## src/rtl/fetch_pkg.sv

```systemverilog
// Shared types and widths for the instruction fetch buffer and its FIFO.
package fetch_pkg;

    localparam int unsigned ADDR_W  = 8;
    localparam int unsigned INSTR_W = 32;

    typedef struct packed {
        logic [ADDR_W-1:0]  pc;
        logic [INSTR_W-1:0] instr;
    } fetch_entry_t;

endpackage

```

## src/rtl/instr_fetch_buffer_if.sv

```systemverilog
// Bus bundle between the fetch buffer and its PC, instruction memory and decode neighbours.
interface instr_fetch_buffer_if;
    import fetch_pkg::*;

    logic [ADDR_W-1:0]  pc;
    logic               pc_hold;
    logic               imem_en;
    logic [ADDR_W-1:0]  imem_addr;
    logic [INSTR_W-1:0] imem_rdata;
    logic               flush;
    logic               instr_valid;
    logic               instr_ready;
    logic [INSTR_W-1:0] instr_data;
    logic [ADDR_W-1:0]  instr_pc;

    modport master (
        output pc, imem_rdata, flush, instr_ready,
        input  pc_hold, imem_en, imem_addr, instr_valid, instr_data, instr_pc
    );

    modport slave (
        input  pc, imem_rdata, flush, instr_ready,
        output pc_hold, imem_en, imem_addr, instr_valid, instr_data, instr_pc
    );

endinterface

```

## src/rtl/fetch_fifo.sv

```systemverilog
// Synchronous FIFO of PC-tagged instructions with push/pop/clear.
// When empty the head output keeps showing the most recently removed entry.
module fetch_fifo
    import fetch_pkg::*;
#(
    parameter  int unsigned DEPTH = 4,
    localparam int unsigned PTR_W = $clog2(DEPTH),
    localparam int unsigned CNT_W = PTR_W + 1
) (
    input  logic             clk,
    input  logic             rst_n,
    input  logic             push_i,
    input  fetch_entry_t     push_data_i,
    input  logic             pop_i,
    input  logic             clear_i,
    output fetch_entry_t     head_o,
    output logic [CNT_W-1:0] count_o,
    output logic             full_o,
    output logic             empty_o
);

    fetch_entry_t     mem_q [DEPTH];
    fetch_entry_t     last_q, last_d;
    logic [PTR_W-1:0] rd_q, rd_d, wr_q, wr_d;
    logic [CNT_W-1:0] count_q, count_d;
    logic             push_s, pop_s;

    assign empty_o = (count_q == CNT_W'(0));
    assign full_o  = (count_q == CNT_W'(DEPTH));
    assign count_o = count_q;
    assign head_o  = empty_o ? last_q : mem_q[rd_q];

    // Pointer, occupancy and held-head next state.
    always_comb begin
        push_s  = push_i & ~clear_i;
        pop_s   = pop_i & ~clear_i & ~empty_o;
        rd_d    = rd_q;
        wr_d    = wr_q;
        count_d = count_q;
        last_d  = last_q;
        if (clear_i) begin
            rd_d    = PTR_W'(0);
            wr_d    = PTR_W'(0);
            count_d = CNT_W'(0);
            last_d  = head_o;
        end else begin
            if (push_s) begin
                wr_d = wr_q + PTR_W'(1);
            end else begin
                wr_d = wr_q;
            end
            if (pop_s) begin
                rd_d   = rd_q + PTR_W'(1);
                last_d = mem_q[rd_q];
            end else begin
                rd_d   = rd_q;
                last_d = last_q;
            end
            case ({push_s, pop_s})
                2'b10:   count_d = count_q + CNT_W'(1);
                2'b01:   count_d = count_q - CNT_W'(1);
                default: count_d = count_q;
            endcase
        end
    end

    // Control state registers.
    always_ff @(posedge clk or negedge rst_n) begin
        if (!rst_n) begin
            rd_q    <= PTR_W'(0);
            wr_q    <= PTR_W'(0);
            count_q <= CNT_W'(0);
            last_q  <= '0;
        end else begin
            rd_q    <= rd_d;
            wr_q    <= wr_d;
            count_q <= count_d;
            last_q  <= last_d;
        end
    end

    // Entry storage.
    always_ff @(posedge clk or negedge rst_n) begin
        if (!rst_n) begin
            for (int i = 0; i < int'(DEPTH); i++) begin
                mem_q[i] <= '0;
            end
        end else if (push_s) begin
            mem_q[wr_q] <= push_data_i;
        end
    end

endmodule

```

## src/rtl/fetch_fifo_chk.sv

```systemverilog
// Run-time checker: a return must never be pushed into a full fetch FIFO.
module fetch_fifo_chk (
    input logic clk,
    input logic rst_n,
    input logic push_i,
    input logic full_i
);

    // Credit accounting guarantees a free slot for every in-flight return.
    push_into_full: assert property (@(posedge clk) disable iff (!rst_n) !(push_i && full_i));

endmodule

```

## src/rtl/instr_fetch_buffer.sv

```systemverilog
// Credit-based instruction fetch buffer between the PC, a 1-cycle instruction memory and decode.
// Optional macro FETCH_PERF_EN adds a saturating stall_cycles counter output.
module instr_fetch_buffer
    import fetch_pkg::*;
#(
    parameter int unsigned DEPTH = 4
) (
    input  logic                clk,
    input  logic                reset,
    instr_fetch_buffer_if.slave bus
`ifdef FETCH_PERF_EN
    ,
    output logic [15:0]         stall_cycles
`endif
);

    localparam int unsigned CNT_W = $clog2(DEPTH) + 1;

    logic [CNT_W-1:0]  count_s;
    logic              full_s, empty_s;
    fetch_entry_t      head_s, push_data_s;
    logic              inflight_q, inflight_d;
    logic [ADDR_W-1:0] tag_q, tag_d;
    logic              credit_s, issue_s, push_s, pop_s;

    // Issue/return control; an in-flight read already owns a slot, so credit counts it.
    always_comb begin
        credit_s    = ((count_s + CNT_W'(inflight_q)) < CNT_W'(DEPTH));
        issue_s     = credit_s & ~bus.flush & reset;
        push_s      = inflight_q & ~bus.flush;
        pop_s       = ~empty_s & bus.instr_ready & ~bus.flush;
        inflight_d  = issue_s;
        push_data_s = '{pc: tag_q, instr: bus.imem_rdata};
        if (issue_s) begin
            tag_d = bus.pc;
        end else begin
            tag_d = tag_q;
        end
    end

    assign bus.imem_en     = issue_s;
    assign bus.pc_hold     = ~issue_s;
    assign bus.imem_addr   = bus.pc;
    assign bus.instr_valid = ~empty_s;
    assign bus.instr_data  = head_s.instr;
    assign bus.instr_pc    = head_s.pc;

    // In-flight flag and PC tag of the outstanding read.
    always_ff @(posedge clk or negedge reset) begin
        if (!reset) begin
            inflight_q <= 1'b0;
            tag_q      <= ADDR_W'(0);
        end else begin
            inflight_q <= inflight_d;
            tag_q      <= tag_d;
        end
    end

    fetch_fifo #(
        .DEPTH (DEPTH)
    ) u_fifo (
        .clk         (clk),
        .rst_n       (reset),
        .push_i      (push_s),
        .push_data_i (push_data_s),
        .pop_i       (pop_s),
        .clear_i     (bus.flush),
        .head_o      (head_s),
        .count_o     (count_s),
        .full_o      (full_s),
        .empty_o     (empty_s)
    );

    fetch_fifo_chk u_fifo_chk (
        .clk    (clk),
        .rst_n  (reset),
        .push_i (push_s),
        .full_i (full_s)
    );

`ifdef FETCH_PERF_EN
    logic [15:0] stall_q, stall_d;

    // Count held-PC cycles that are not caused by a flush, saturating.
    always_comb begin
        if (!issue_s && !bus.flush && (stall_q != 16'hFFFF)) begin
            stall_d = stall_q + 16'h0001;
        end else begin
            stall_d = stall_q;
        end
    end

    // Stall counter register, cleared only by reset.
    always_ff @(posedge clk or negedge reset) begin
        if (!reset) begin
            stall_q <= 16'h0000;
        end else begin
            stall_q <= stall_d;
        end
    end

    assign stall_cycles = stall_q;
`endif

endmodule

```

## src/flat_wrapper.sv

```systemverilog
// flat-port wrapper written by rule: the top's interface ports become plain ports
module instr_fetch_buffer_flat import fetch_pkg::*;
#(
    parameter int unsigned DEPTH = 4
)
  (clk, reset, bus_pc, bus_imem_rdata, bus_flush, bus_instr_ready, bus_pc_hold, bus_imem_en, bus_imem_addr, bus_instr_valid, bus_instr_data, bus_instr_pc);
  instr_fetch_buffer_if bus_i ();
  input  logic clk;
  input  logic reset;
  input wire logic [$bits(bus_i.pc)-1:0] bus_pc;
  input wire logic [$bits(bus_i.imem_rdata)-1:0] bus_imem_rdata;
  input wire logic [$bits(bus_i.flush)-1:0] bus_flush;
  input wire logic [$bits(bus_i.instr_ready)-1:0] bus_instr_ready;
  output wire logic [$bits(bus_i.pc_hold)-1:0] bus_pc_hold;
  output wire logic [$bits(bus_i.imem_en)-1:0] bus_imem_en;
  output wire logic [$bits(bus_i.imem_addr)-1:0] bus_imem_addr;
  output wire logic [$bits(bus_i.instr_valid)-1:0] bus_instr_valid;
  output wire logic [$bits(bus_i.instr_data)-1:0] bus_instr_data;
  output wire logic [$bits(bus_i.instr_pc)-1:0] bus_instr_pc;
  assign bus_i.pc = bus_pc;
  assign bus_i.imem_rdata = bus_imem_rdata;
  assign bus_i.flush = bus_flush;
  assign bus_i.instr_ready = bus_instr_ready;
  assign bus_pc_hold = bus_i.pc_hold;
  assign bus_imem_en = bus_i.imem_en;
  assign bus_imem_addr = bus_i.imem_addr;
  assign bus_instr_valid = bus_i.instr_valid;
  assign bus_instr_data = bus_i.instr_data;
  assign bus_instr_pc = bus_i.instr_pc;
  instr_fetch_buffer #(.DEPTH(DEPTH)) u_core (.clk(clk), .reset(reset), .bus(bus_i));
endmodule
```

## config.mk

```make
export PLATFORM = sky130hd
export DESIGN_NAME = instr_fetch_buffer_flat
export DESIGN_NICKNAME = d
export VERILOG_FILES = /design/src/rtl/fetch_pkg.sv /design/src/rtl/instr_fetch_buffer_if.sv /design/src/rtl/fetch_fifo.sv /design/src/rtl/fetch_fifo_chk.sv /design/src/rtl/instr_fetch_buffer.sv /design/src/flat_wrapper.sv
export SDC_FILE = /design/constraint.sdc
export NUM_CORES = 1
export LEC_CHECK = 0
export CORE_UTILIZATION = 57
export DETAILED_ROUTE_END_ITERATION = 10
export DONT_BUFFER_PORTS = 1
export PLACE_DENSITY = 0.81
export SLEW_MARGIN = 20
export SYNTH_ARGS = -nofsm -noshare
export SYNTH_HDL_FRONTEND = slang
export SYNTH_SLANG_ARGS = --single-unit
```

## constraint.sdc

```tcl
create_clock -name clk -period 2.85 [get_ports clk]
set_input_delay 0.4275 -clock clk [delete_from_list [all_inputs] [get_ports clk]]
set_output_delay 0.4275 -clock clk [all_outputs]
set_load 0.03 [all_outputs]
```

### After elaboration in Yosys (flattened, before gate mapping)

Index checks and enable logic that the tools add are counted.

| cells by class | value |
|---|---|
| muxes and demuxes | 15 |
| eq/ne operators | 2 |
| bitwise logic cells | 13 |
| reduce and logical (&&, ||, !) cells | 5 |
| order comparisons | 4 |
| add/sub/neg operators | 5 |

Operators with widths:

| operator | count |
|---|---|
| 2-to-1 mux 40 bit | 6 |
| bitwise mux 160 bit | 1 |
| binary-select mux 40 bit (select 2 bit) | 1 |
| demux 40 bit (select 2 bit) | 1 |
| AND 1 bit | 8 |
| 2-to-1 mux 2 bit | 4 |
| >= comparator 3 bit (second input constant) | 2 |
| inverter 2 -> 3 bit | 2 |
| case mux 3 bit (2 select lines) | 1 |
| adder 2 x 1 -> 2 bit (second input constant) | 2 |
| nonzero test 2 bit | 2 |
| adder 3 x 1 -> 3 bit | 1 |
| adder 3 x 1 -> 3 bit (second input constant) | 1 |
| zero test 3 bit | 1 |
| less-than comparator 3 x 1 -> 1 bit (second input constant) | 1 |
| less-than comparator 3 bit (second input constant) | 1 |
| 2-to-1 mux 3 bit | 1 |
| inverter 1 bit | 3 |
| nonzero test 3 bit | 1 |
| subtractor 3 x 1 -> 3 bit (second input constant) | 1 |
| equality test 2 x 1 -> 1 bit (second input constant) | 1 |
| equality test 2 bit (second input constant) | 1 |
| logical AND 1 bit | 1 |

| word-level totals | value |
|---|---|
| output and inout bits | 51 |
| flip-flop bits (word level) | 216 |
| word-level logic and storage cells | 59 |
| input port bits | 44 |

### Logic depth before layout (Yosys ltp)

Gate-level depths: netlist (run 1).

| logic depth | value |
|---|---|
| depth in word-level cells | 9 |
| mapped depth | 7 |
| depth with buffers taken out | 6 |

### By module

Synthesis (run 1) repeated with hierarchy kept, for this count alone.

| second synthesis, totals | value |
|---|---|
| cell total of the unflattened synthesis | 687 |
| area, all modules | 9974.6 µm² |

By module, submodules not included:

| module | times used | seq. area each (µm²) | cells an instance | area an instance (µm²) |
|---|---|---|---|---|
| fetch_fifo | 1 | 5180.0 | 654 | 9540.4 |
| instr_fetch_buffer | 1 | 225.2 | 33 | 434.2 |

### Least setup slack after synthesis (run 1)

Ideal clock, no wire load.

| timing | value |
|---|---|
| path kind | register to register |
| start | reg u_core.u_fifo.count_q[0] (netlist: u_core.u_fifo.count_o[0]) |
| end | reg u_core.u_fifo.count_q[2] (netlist: u_core.u_fifo.count_o[2]) |
| cell stages (with the launch flop) | 8 |
| period minus slack after synthesis | 2.337 ns |
| data required time | 2.698 ns |
| arrival time | 2.186 ns |
| path buffers | 1 |
| slack | 0.513 ns |
| library setup time | 0.152 ns |
| cell sequence | dfrtp_1 > buf_2 > o31ai_1 > nor3_1 > fa_1 > or3b_2 > o2111ai_1 > o311ai_0 |

| on the way | value |
|---|---|
| longest elaborated chain between the ends | 9 |
| elaborated cells between the ends (all ways) | 13 |
| classes of those cells | add/sub (2); eq/ne (2); mux (2); bitwise (5); reduce/logical (2) |

RTL lines:

| what | line | text |
|---|---|---|
| start: declaration | fetch_fifo.sv:25 | `logic [CNT_W-1:0] count_q, count_d;` |
| start signal: assignment | fetch_fifo.sv:77 | `count_q <= count_d;` |
| zero test 3 bit | fetch_fifo.sv:28 | `assign empty_o = (count_q == CNT_W'(0));` |
| inverter 1 bit | fetch_fifo.sv:36, instr_fetch_buffer.sv:31 |  |
| AND 1 bit (2 in series) | instr_fetch_buffer.sv:31 | `pop_s = ~empty_s & bus.instr_ready & ~bus.flush;` |
| AND 1 bit (2 in series) | fetch_fifo.sv:36 | `pop_s = pop_i & ~clear_i & ~empty_o;` |
| equality test 2 x 1 -> 1 bit / equality test 2 bit (equally long branches) | fetch_fifo.sv:59 | `case ({push_s, pop_s})` |
| case mux 3 bit (2 select lines) | fetch_fifo.sv:59 |  |
| 2-to-1 mux 3 bit | fetch_fifo.sv:41 | `if (clear_i) begin` |

Parallel ways exist; a longest one is shown, timed or not.
A chain may end at the register's enable or synchronous reset.

### Worst setup path in the final report (run 1)

| timing | value |
|---|---|
| start | reg u_core.u_fifo.count_q[0] (netlist: u_core.u_fifo.count_o[0]) |
| end | out bus_instr_pc[1] |

| on the way | value |
|---|---|
| longest elaborated chain between the ends | 2 |

RTL lines:

| what | line | text |
|---|---|---|
| zero test 3 bit | fetch_fifo.sv:28 |  |
| 2-to-1 mux 40 bit | fetch_fifo.sv:31 | `assign head_o = empty_o ? last_q : mem_q[rd_q];` |
| end: declaration | flat_wrapper.sv:19 | `output wire logic [$bits(bus_i.instr_pc)-1:0] bus_instr_pc;` |

Every way passes these cells.

==> results of run 1 <==
Yosys cell counts, drive strengths merged, types with 2 or more instances:
master,number
nor3,2
xor2,2
ha,4
o2111ai,2
inv,6
clkbuf,11
mux2,208
nor2,7
mux4,40
buf,41
nand2,124
xnor2,3
o21ai,2
o311ai,2
dfrtp,216
area by class of cell:
cell class / instances / area share (%)
clock buffers: 36 / 6.20
clock inverters: 2 / 0.327
inverters: 6 / 0.210
multi-input cells: 411 / 37.9
flip-flops and latches: 216 / 50.5
well taps: 220 / 2.57
repair buffers: 25 / 2.36
metrics by stage:
step | hold WS [ns] | setup WS [ns] | utilization [%]
global route | -0.394 | 0.105 | 64.2
finish | -0.371 | 0.220 | 64.2
floorplan | 0.132 | 0.513 | -
global placement | 0.140 | 0.460 | 59.4
detailed placement | 0.136 | 0.292 | 59.4
CTS | -0.392 | 0.0514 | 63.7
worst max-delay path: stages, from the launching register on:
cell,delay [ns]
dfrtp_1,0.50
nor3_4,0.25
buf_4,0.52
nand2_1,0.14
nand2_1,0.28
power by group through the flow:
stage	Sequential (mW)	Clock (mW)	Combinational, mW
5_1_grt	4.85	2.97	5.52
3_5_place_dp	4.83	0	5.01
2_1_floorplan	4.52	0	4.39
4_1_cts	4.78	2.87	5.03
6_report	4.73	2.80	5.13
3_3_place_gp	4.70	0	4.84
registers in the layout, summed over array words and instances (netlist names):
signal,flops
u_core.u_fifo.mem_q,160
u_core.u_fifo.last_q,40
u_core.tag_q,8
u_core.u_fifo.count_o,3
u_core.u_fifo.rd_q,2
u_core.u_fifo.wr_q,2
u_core.inflight_q,1
final timing paths:
| kind | startpoint | endpoint | slack [ns] | cells after the start |
|---|---|---|---|---|
| setup / recovery | u_core.u_fifo.count_o[0]$_DFFE_PN0P_ | bus_instr_pc[1] | 0.22 | 4 |
| hold / removal | reset | u_core.u_fifo.last_q[25]$_DFFE_PN0P_ | -0.37 | 0 |
| setup reg to reg | u_core.u_fifo.count_o[0]$_DFFE_PN0P_ | u_core.u_fifo.count_o[2]$_DFFE_PN0P_ | 0.27 | 6 |
| hold reg to reg | u_core.u_fifo.last_q[28]$_DFFE_PN0P_ | u_core.u_fifo.last_q[28]$_DFFE_PN0P_ | 0.50 | 1 |
| max in group asynchronous | reset | u_core.u_fifo.last_q[33]$_DFFE_PN0P_ | 2.73 | 0 |
| min in group clk | bus_pc[4] | u_core.tag_q[4]$_DFFE_PN0P_ | 0.08 | 1 |
cells by family (layout without fill, tap and decap cells):
logic type      Yosys count  in the layout  share of synthesized area (%)
compound gates           14             14                           1.12
xor+xnor                  5              5                          0.447
fa+ha+maj                 5              5                          0.716
buf+inv                  58             69                           3.50
flops                   216            216                           55.2
mux                     249            249                           33.4
simple gates            138            138                           5.62
per-layer routing:
layer / up-vias / global-route usage, % / wire, um
met5: - / 0 / 0
met3: 31 / 5.36 / 1170
met2: 125 / 41.6 / 10300
met1: 2882 / 29.2 / 8130
met4: 0 / 6.58 / 332
li1: 2429 / - / -
repair_timing:
| action | 4_1_cts | 5_1_grt |
|---|---|---|
| setup endpoints to repair | 0 | 4 |
| endpoints found under the hold margin | 222 | 216 |
| setup buffers | 0 | 8 |
==> flow_metrics.tcl, run 1 <==
set metrics [dict create \
    cts_root_buf "clkbuf_16" \
    setup.worst_path.end_class "output port" \
    min_period_ns 2.63 \
    violations "negative hold slack" \
    synth-edff-count 0 \
    clk_path_buf_depth 3 \
    hold_viol_final 216 \
    min_path_type "input pin to asynchronous set/reset pin" \
    ys_ff_latch 216 \
    p_seq_share_pct 37.4 \
    p_switching_mw 4.72 \
    multi_input_area_um2 4060 \
    timing.setup.tns_ns 0 \
    worstPathMaxFanout 41 \
    post-route-period-util_pct 92.3 \
    clock_latency_ns 0.50 \
    worstPathArrival_ns 2.20 \
    peakVddDrop_uv 752 \
    cp.required_ns 2.42 \
    dpl-instance-area_um2 9930 \
    final_common_cell "dfrtp_1" \
    intPower_mw 7.94 \
    fin_cells 916 \
    finClkSkew_ns 0.00598 \
    fin_nets 732 \
    slew_headroom_pct 37.0 \
    dp_hpwl_um 11800 \
    globalRouteTotalUtil_pct 23.6 \
    rows 47 \
    rsz0062_at_grt "no" \
    avgSynthCellArea_um2 14.3 \
    synthFlopType "dfrtp_1" \
    area_growth_pct 9.50 \
    yosysTopAreaCell "dfrtp_1" \
    core_area_um2 16700 \
    syn_area_um2 9790 \
    io_pins 95 \
    postLayoutCellArea_um2 10700 \
    ys_types 38 \
    yosys_warnings 0 \
    status "finished with violations" \
    ant_nets 0 \
    total_power_mw 12.7 \
    diodes 0 \
    netlist_instances 685 \
    viasPerCell 5.97 \
    start_util_pct 58.6 \
    drive_gt1_share_pct 43.8 \
    drt_drc_violations_left 0 \
    grt-ovfl-total 0 \
    path_clk_slew_ns 0.06 \
    synth.area.top_cells "dfrtp_1 55%, mux2_2 24%, mux4_2 8.3%" \
    grt_pass1_vias 6050 \
    grt_pass1_wl_um 32200 \
    io_buffers 0 \
    synth_top_area_share_pct 55.2 \
    cts.sinks 216 \
    power_density_nw_per_um2 1180 \
    dp_cells 869 \
    ys_seq_area_share_pct 55.2 \
    final-max-slew-violation-count 0 \
    wl_per_cell_um 21.7 \
    num_vias 5467 \
    ctsResizeCount 0 \
    postSynth.asyncResetShare_pct 100 \
    die_h_um 133 \
    cts_hold_buffers 1 \
    die_x_um 133 \
    cts-htree-levels 1 \
    synthesis.nets 734 \
    cts_inserted_buffers 23 \
    final_cell_mix "214 x dfrtp_1, 206 x mux2_2, 120 x nand2_1" \
    cap_violations 0 \
    gp_congestion 0.751 \
    drt_iter0_markers 327 \
    die-area_um2 17700 \
    whs_ns -0.371 \
    p_leak_nw 5.01 \
    crit_type "register to output port" \
    worstMarginPinSlew_ns 0.942 \
    cts_tree "done" \
    grt_start_max_net_pins 218 \
    regArea_um2 5410 \
    power.share.switching_pct 37.3 \
    fill_cells 1213 \
    cp-start-kind "register" \
    combPwrFrac_pct 40.5 \
    p_clk_share_pct 22.1 \
    antenna_found_initial 0 \
    drt-total-wl_um 19900 \
    dr.pass1.iters 4 \
    setup_viol 0 \
    clock.fmax_mhz 380 \
]
No activity file was read; power rests on OpenSTA's default activity.
==> run 2: changes to the inputs <==
--- a/config.mk
+++ b/config.mk
@@ -5,6 +5,7 @@
 export SDC_FILE = /design/constraint.sdc
 export NUM_CORES = 1
 export LEC_CHECK = 0
+export ABC_CLOCK_PERIOD_IN_PS = 2850
 export CORE_UTILIZATION = 57
 export DETAILED_ROUTE_END_ITERATION = 10
 export DONT_BUFFER_PORTS = 1
==> results of run 2 <==
The final DEF is identical to that of run 1; final timing and power are the same.
==> run 3: changes to the inputs <==
--- a/config.mk
+++ b/config.mk
@@ -6,10 +6,13 @@
 export NUM_CORES = 1
 export LEC_CHECK = 0
 export ABC_CLOCK_PERIOD_IN_PS = 2850
-export CORE_UTILIZATION = 57
+export CELL_PAD_IN_SITES_DETAIL_PLACEMENT = 1
+export CELL_PAD_IN_SITES_GLOBAL_PLACEMENT = 2
+export CORE_UTILIZATION = 47
+export CTS_BUF_LIST = sky130_fd_sc_hd__clkbuf_4 sky130_fd_sc_hd__clkbuf_8
 export DETAILED_ROUTE_END_ITERATION = 10
 export DONT_BUFFER_PORTS = 1
-export PLACE_DENSITY = 0.81
+export PLACE_DENSITY = 0.91
 export SLEW_MARGIN = 20
 export SYNTH_ARGS = -nofsm -noshare
 export SYNTH_HDL_FRONTEND = slang
==> run 3 against run 2 <==
  * The run still ends with negative hold slack left
  * Largest power group unchanged
  * Clock skew grew 0.022 ns
  * Register-to-register slack gained 0.07 ns
  * Fmax shrank 0.59%
  * Combinational power shrank 0.8%
  * Critical path type unchanged
  * Critical path depth grew 2
  * Die area grew 21%
  * Total power grew 1.6%
  * Largest cell class unchanged
  * Critical endpoint is now bus_instr_data[11]
  * Via count grew 1.1%
  * Clock power grew 7.1%
  * Non-clock buffer count grew 1
==> flow_metrics.tcl, run 3 (same netlist as run 1, synthesis figures left out) <==
set metrics [dict create \
    status "finished with violations" \
    violations "negative hold slack" \
    setup_viol 0 \
    rows 52 \
    grt_start_max_net_pins 218 \
    ctsResizeCount 0 \
    r2r_cells 6 \
    regArea_um2 5410 \
    critical_path_buf_inv_count 3 \
    gp_congestion 0.697 \
    cp.required_ns 2.42 \
    drt-total-wl_um 21300 \
    slew_headroom_pct 52.7 \
    grt_pass1_vias 6408 \
    die_h_um 146 \
    timing.setup.tns_ns 0 \
    dp_hpwl_um 13400 \
    peakVddDrop_uv 679 \
    cts-htree-levels 2 \
    cpPeakStageDelay_ns 0.53 \
    largest_reg_flops 160 \
    cts_inserted_buffers 39 \
    dpl-instance-area_um2 10000 \
    start_util_pct 48.2 \
    finClkSkew_ns 0.0283 \
    regMostFlops "u_core.u_fifo.mem_q" \
    cp_cell_sequence "nor3_4 > buf_4 > inv_2 > buf_4 > nand2_1 > nand2_1" \
    final-max-slew-violation-count 0 \
    die-area_um2 21400 \
    min_period_ns 2.65 \
    dr.pass1.iters 6 \
    fill_cells 1972 \
    total_power_mw 12.9 \
    whs_ns -0.395 \
    final_cell_mix "214 x dfrtp_1, 206 x mux2_2, 120 x nand2_1" \
    diodes 0 \
    fin_nets 749 \
    post-route-util_pct 53.7 \
    setup.worst_path.end_class "output port" \
    power_density_nw_per_um2 1180 \
    multi_input_area_um2 4060 \
    antenna_found_initial 0 \
    reg2reg_slack_ns 0.34 \
    wl_per_cell_um 21.4 \
    crit_type "register to output port" \
    cts_tree "done" \
    slowest_stage "dfrtp_1" \
    grt_pass1_wl_um 35200 \
    cts_hold_buffers 1 \
    drive_gt1_share_pct 47.4 \
    io_buffers 0 \
    grt-ovfl-total 0 \
    final_common_cell "dfrtp_1" \
    rsz0062_at_grt "no" \
    reg_top3 "u_core.u_fifo.mem_q: 160 flops, u_core.u_fifo.last_q: 40 flops, u_core.tag_q: 8 flops" \
    worstPathMaxFanout 24 \
    cts_root_buf "clkbuf_8" \
    cap_violations 0 \
    drt_drc_violations_left 0 \
    cts.sinks 216 \
    clk_path_buf_depth 3 \
    viasPerCell 5.55 \
    clock_latency_ns 0.53 \
    post-route-period-util_pct 92.8 \
    reg2reg_from "u_core.u_fifo.count_o[0]$_DFFE_PN0P_" \
    min_path_type "input pin to asynchronous set/reset pin" \
    num_vias 5529 \
    ant_nets 0 \
    postLayoutCellArea_um2 10900 \
    io_pins 95 \
    core_area_um2 20300 \
    cp-start-kind "register" \
    die_x_um 146 \
    path_clk_slew_ns 0.06 \
    worstPathArrival_ns 2.22 \
    crit_family "buffers and inverters" \
    r2r-end "u_core.u_fifo.count_o[2]$_DFFE_PN0P_" \
    hold_viol_final 216 \
    globalRouteTotalUtil_pct 21.3 \
    drt_iter0_markers 219 \
    p_leak_nw 5.10 \
    clock.fmax_mhz 378 \
    worstMarginPinSlew_ns 0.707 \
    area_growth_pct 11.3 \
]
[run 3: cell count changes in the layout (fill, tap and decap cells not counted), moves of 3 or more]
cell        before  now
buf_4           19   22
clkbuf_1         9    0
clkbuf_16       23    0
clkbuf_4         0   10
clkbuf_8         4   53
clkinvlp_4       0    3
[run 3: cell type report]
class | instances | share of cell area [%]
well taps | 270 | 3.10
repair buffers | 26 | 2.16
multi-input cells | 411 | 37.3
clock inverters | 4 | 0.253
clock buffers | 63 | 7.38
inverters | 6 | 0.207
flip-flops and latches | 216 | 49.6
[run 3: layer usage]
layer / share of wire, % / track usage [%] / routed length (um)
met5: 0 / 0 / 0
met4: 2.1 / 7.19 / 445
met3: 5.6 / 5.88 / 1190
met2: 51 / 36.4 / 11000
met1: 41 / 25.9 / 8740
[run 3: how the worst max path moves through the flow]
stage	cells past startpoint	end	start
after floorplan	7	u_core.u_fifo.count_o[2]$_DFFE_PN0P_	u_core.u_fifo.count_o[0]$_DFFE_PN0P_
after global placement	6	u_core.u_fifo.count_o[2]$_DFFE_PN0P_	u_core.u_fifo.count_o[0]$_DFFE_PN0P_
after detailed placement	6	u_core.u_fifo.count_o[2]$_DFFE_PN0P_	u_core.u_fifo.count_o[0]$_DFFE_PN0P_
after CTS	4	bus_instr_data[1]	u_core.u_fifo.rd_q[0]$_DFFE_PN0P_
after global routing	6	bus_instr_data[11]	u_core.u_fifo.count_o[0]$_DFFE_PN0P_
final	6	bus_instr_data[11]	u_core.u_fifo.count_o[0]$_DFFE_PN0P_
[run 3: repair_timing]
action                     in CTS  in global routing
setup buffers                   0                  6
setup endpoints to repair       0                  5
hold endpoints to repair      222                216
[run 3: where the power goes]
group          internal [mW]  leakage [nW]  switching, mW  total (mW)
clock                   1.78         0.431           1.23        3.00
combinational           2.09          1.90           3.00        5.09
sequential              4.14          2.77          0.631        4.77
[run 3: metrics by stage]
stage,worst slack (ns),hold WS (ns),cells
after floorplan,0.513,0.132,685
after global placement,0.456,0.140,922
after detailed placement,0.393,0.138,922
after CTS,0.00785,-0.436,990
after global routing,0.0734,-0.425,996
final,0.204,-0.395,996
